### src/rtl/weights_rom_sequencer.sv
// weights_rom_sequencer
//   Walks the weight ROM address space 0..NB_WEIGHTS-1 once per input image
//   for a commanded number of passes. The first and last address of each
//   pass are tagged with sow/eow. Addresses are offered on an rts/rtr
//   valid-ready handshake, one per cycle when the ROM stage is ready.
//
// Ports
//   clk, rst_n    clock, asynchronous active-low reset
//   start_i       one-cycle run command (accepted only in IDLE)
//   nb_pass_i     number of full sweeps, sampled with start_i
//   abort_i       stop the run (honoured only while running)
//   rtr_i         ROM stage ready to receive
//   rts_o         address/framing valid
//   address_o     weight row address
//   sow_o, eow_o  first / last address of a pass
//   busy_o        high while running or finishing
//   done_o        one-cycle pulse at the end of a completed run
//   pass_idx_o    0-based index of the pass being issued
module weights_rom_sequencer #(
    parameter int NB_WEIGHTS = 784,
    parameter int PASS_WIDTH = 16,
    localparam int AW = (NB_WEIGHTS > 1) ? $clog2(NB_WEIGHTS) : 1
) (
    input  logic                  clk,
    input  logic                  rst_n,
    input  logic                  start_i,
    input  logic [PASS_WIDTH-1:0] nb_pass_i,
    input  logic                  abort_i,
    input  logic                  rtr_i,
    output logic                  rts_o,
    output logic [AW-1:0]         address_o,
    output logic                  sow_o,
    output logic                  eow_o,
    output logic                  busy_o,
    output logic                  done_o,
    output logic [PASS_WIDTH-1:0] pass_idx_o
);

    typedef enum logic [1:0] {
        IDLE = 2'd0,
        RUN  = 2'd1,
        DONE = 2'd2
    } state_e;

    localparam logic [AW-1:0] LAST_ADDR = AW'(NB_WEIGHTS - 1);

    state_e                state_q, state_d;
    logic [AW-1:0]         addr_q, addr_d;
    logic [PASS_WIDTH-1:0] pass_q, pass_d;
    logic [PASS_WIDTH-1:0] total_q, total_d;

    logic in_run;
    logic xfer;
    logic last_addr;
    logic last_pass;

    assign in_run    = (state_q == RUN);
    assign xfer      = in_run && rtr_i;
    assign last_addr = (addr_q == LAST_ADDR);
    // total_q is never 0 in RUN, so total_q-1 cannot underflow there.
    assign last_pass = (pass_q == total_q - PASS_WIDTH'(1));

    always_ff @(posedge clk or negedge rst_n) begin
        if (!rst_n) begin
            state_q <= IDLE;
            addr_q  <= '0;
            pass_q  <= '0;
            total_q <= '0;
        end else begin
            state_q <= state_d;
            addr_q  <= addr_d;
            pass_q  <= pass_d;
            total_q <= total_d;
        end
    end

    always_comb begin
        state_d = state_q;
        addr_d  = addr_q;
        pass_d  = pass_q;
        total_d = total_q;
        unique case (state_q)
            IDLE: begin
                // abort_i has no effect here, so start always wins.
                if (start_i) begin
                    total_d = nb_pass_i;
                    addr_d  = '0;
                    pass_d  = '0;
                    state_d = (nb_pass_i == '0) ? DONE : RUN;
                end
            end
            RUN: begin
                if (abort_i) begin
                    // A transfer in this cycle was consumed by the ROM; just drop out.
                    addr_d  = '0;
                    pass_d  = '0;
                    state_d = IDLE;
                end else if (xfer) begin
                    if (!last_addr) begin
                        addr_d = addr_q + AW'(1);
                    end else if (!last_pass) begin
                        // Wrap straight into the next pass, no bubble.
                        addr_d = '0;
                        pass_d = pass_q + PASS_WIDTH'(1);
                    end else begin
                        addr_d  = '0;
                        pass_d  = '0;
                        state_d = DONE;
                    end
                end
            end
            DONE: begin
                state_d = IDLE;
            end
            default: begin
                state_d = IDLE;
            end
        endcase
    end

    // Outputs decoded from registers only; rtr_i never reaches rts_o.
    assign rts_o      = in_run;
    assign address_o  = in_run ? addr_q : '0;
    assign sow_o      = in_run && (addr_q == '0);
    assign eow_o      = in_run && last_addr;
    assign busy_o     = (state_q != IDLE);
    assign done_o     = (state_q == DONE);
    assign pass_idx_o = in_run ? pass_q : '0;

endmodule

### config.mk
export PLATFORM = sky130hd
export DESIGN_NAME = weights_rom_sequencer
export DESIGN_NICKNAME = d
export VERILOG_FILES = /design/src/rtl/weights_rom_sequencer.sv
export SDC_FILE = /design/constraint.sdc
export NUM_CORES = 1
export LEC_CHECK = 0
export CORE_MARGIN = 4
export CORE_UTILIZATION = 57
export DETAILED_ROUTE_END_ITERATION = 16
export PLACE_DENSITY = 0.87
export RECOVER_POWER = 50
export SLEW_MARGIN = 20
export SYNTH_ARGS = -nofsm -noshare
export SYNTH_HDL_FRONTEND = slang
export SYNTH_SLANG_ARGS = --single-unit
### constraint.sdc
create_clock -name clk -period 8.2 [get_ports clk]
set_clock_uncertainty 0.2 [all_clocks]
set_input_delay 2.46 -clock clk [delete_from_list [all_inputs] [get_ports clk]]
set_output_delay 2.46 -clock clk [all_outputs]
set_load 0.02 [all_outputs]
==> key figures <==
Floorplan
  • Starting density of the core: 60.0%
  • Die area: 6310 sq um
  • I/O pins: 52
  • Die height: 79.4 um
  • Die W: 79.4 um
  • Core area: 4850 sq um
  • Rows: 25

Layout
  • Fill cell count: 379
  • Fin util: 72.8%
  • Most frequent cells in the layout: clkdlybuf4s50_1, dfrtp_1, and2_1, nand2_1, o21ai_0
  • Layout area overhead: 21.4%
  • Most common cell after layout, fill and taps aside: clkdlybuf4s50_1
  • N_diodes: 0
  • Layout cells sized above 1: 9.60%
  • Final #Nets: 399

Place
  • GP Congestion: 0.889
  • DPL Wire Length: 5.04 mm
  • Port buffer count: 51

CTS
  • Clock latency on the worst-skew pair: 300 ps
  • Htree depth: 2
  • CTS Sinks: 44
  • Clock transition at the registers of the reported paths: 80 ps
  • Post-cts repair resize count: 0
  • CTS tree: built
  • Bufs on Longest Clock Path: 2
  • Postcts setup bufs: 0
  • Num CTS Buffers: 5
  • Number of hold buffers added after cts: 0
  • CTS root buf: clkbuf_8

Power
  • Pint: 530 uW
  • PwrDens: 256 nW/um^2
  • Total power: 903 uW
  • Logic pwr share: 46.7%
  • Max IR drop VDD: 201 uV
  • Lkg Pwr: 0.00140 uW
  • Clk pwr share: 15.5%
  • Net Sw Power: 373 uW
  • Sw Share: 41.3%
  • Sequential share of power: 37.8%

Worst setup path
  • Worst setup path class: input pin to register
  • RR Startpoint: total_q[0]
  • Worst setup path start: start_i
  • Critical Path Fanout Max: 23
  • CP Capture Type: register
  • CP max stage cell: or4_1
  • Most frequent CP cell: nand2_1
  • CP max stage delay: 650 ps
  • Crit-path cells: dlygate4sd3_1 -> nor2_1 -> a211oi_1 -> clkbuf_1 -> nand2_1 -> or4_1 -> nand2_1 -> a22o_1
  • Worst Path Required: 8240 ps
  • Crit start category: input pin
  • WP data arrival: 5360 ps

STA
  • RSZ-0062 raised after global routing: no
  • Fin Setup TNS: 0 ps
  • Period utilisation layout: 64.9%
  • Max-slew headroom: -50.9%
  • Tmin final: 5320 ps
  • Setup violators final: 0
  • Least-Margin Pin Slew: 2260 ps
  • Final slew viol count: 45
  • Fmax achieved: 188 MHz
  • Hold Vio Cnt, Final: 0

Status
  • Failing checks: capacitance limit, slew limit
  • Outcome: finished, violations left

GRT
  • Largest net degree at the start of global routing: 45
  • First-pass GRT wire length: 11.3 mm
  • Vias in the first global route: 2,434
  • Initial antenna violation count: 0
  • Gr usage total: 22.5%
  • GRT overflow: 0

Logic synthesis
  • Mean Syn Cell Area: 8.87 sq um
  • Most used DFF post-synth: dfrtp_1
  • Async S/R FF share, synth: 100%
  • Syn Nets: 353
  • Post-synth top area share: 37.8%
  • Synth Register Bits: 44
  • Netlist cell types: 46
  • Number of synthesized flops with an enable pin: 0
  • Area leader, netlist: dfrtp_1
  • Area contributors post-synth: dfrtp_1, and2_1, mux2_2, xnor2_1, nand2_1
  • Synth Instances: 328
  • Register area share after synthesis: 37.8%
  • Synth Cell Area: 2910 sq um
  • Syn. warnings: 0

Route
  • Final wirelength: 6.69 mm
  • Via Count: 2,639
  • DR pass1 iterations: 4
  • WL/cell: 15.1 um
  • Initial DRC Count: 203
  • DR vias/cell: 5.97
  • Antenna-violating nets left: 0
  • DRC viols: 0

Hold path
  • Min-delay src: state_q[1]
  • Hold Path Class: register to register

Run
  • Max-cap violations: 1
[cells in the mapped netlist, types with 2 or more instances]
library cell / number
dfrtp_1: 44
and2_1: 29
nand2_1: 28
o21ai_0: 21
mux2_2: 16
xnor2_1: 15
and3_1: 14
inv_1: 14
nand3_1: 14
nor2_1: 12
nor3_1: 12
a21oi_1: 11
clkbuf_1: 11
or3_1: 8
nand4_1: 7
o22ai_1: 7
or2_2: 7
nor4_1: 6
xor2_1: 6
a221o_1: 5
or4_1: 5
ha_1: 4
nor2b_1: 3
o31ai_1: 3
a22o_1: 2
buf_6: 2
mux2i_1: 2
nor3b_1: 2
[metal layers]
metal / share of wire (%) / track usage [%]
met5: 0 / 0
met3: 6.5 / 3.50
met4: 2.5 / 8.59
met2: 48 / 37.3
met1: 43 / 29.4
[worst max-delay path: cells and delay by family]
kind / cells / cell delay, ps
buf+inv: 2 / 1170
simple gates: 4 / 1400
compound gates: 2 / 320
[power by group through the flow]
stage / Clock [uW] / Sequential [uW] / Combinational (uW)
after floorplan: 0 / 323 / 326
after global placement: 0 / 340 / 409
after detailed placement: 0 / 345 / 422
after CTS: 142 / 340 / 424
after global routing: 152 / 353 / 466
final: 140 / 342 / 422
[final timing paths]
| kind | to | slack, ps | cells past startpoint |
|---|---|---|---|
| min in group asynchronous | total_q[1] | 2640 | 1 |
| max in group asynchronous | addr_q[7] | 3880 | 1 |
| hold reg to reg | state_q[1] | 330 | 1 |
| setup / recovery | pass_q[15] | 2880 | 8 |
| setup reg to reg | pass_q[8] | 4180 | 10 |
| hold / removal | state_q[1] | 330 | 1 |
[registers in the layout, summed over array words and instances (netlist names)]
register and cells:
total_q 16, addr_q 10, state_q 2, pass_q 16
[area by class of cell]
| class | count | area [sq um] | share of cell area, % |
|---|---|---|---|
| Clock buffer | 8 | 90.1 | 2.55 |
| Inverter | 14 | 52.6 | 1.49 |
| Multi-Input combinational cell | 256 | 1690 | 47.8 |
| Sequential cell | 44 | 1100 | 31.2 |
| Tap cell | 67 | 83.8 | 2.37 |
| Timing Repair Buffer | 53 | 515 | 14.6 |
[per-stage QoR]
step	area, sq um	hold WS, ps	cells	worst slack, ps
floorplan	2910	281	328	4140
CTS	3540	329	442	3290
detailed placement	3450	317	434	3170
global route	3530	367	442	2710
finish	3530	330	442	2880
global placement	3450	317	434	3230
[cell families (layout without fill, tap and decap cells)]
| group | after synthesis | in the layout | share of synthesized area [%] |
|---|---|---|---|
| and+or+nand+nor | 154 | 154 | 29.9 |
| buffers and inverters | 28 | 75 | 4.13 |
| xor gates and xnor gates | 21 | 21 | 6.32 |
| muxes | 18 | 18 | 6.88 |
| adders and majority gates | 4 | 4 | 1.72 |
| AOI/OAI and AO/OA | 59 | 59 | 13.2 |
| DFF | 44 | 44 | 37.8 |
(Power assumes the default switching activity.)
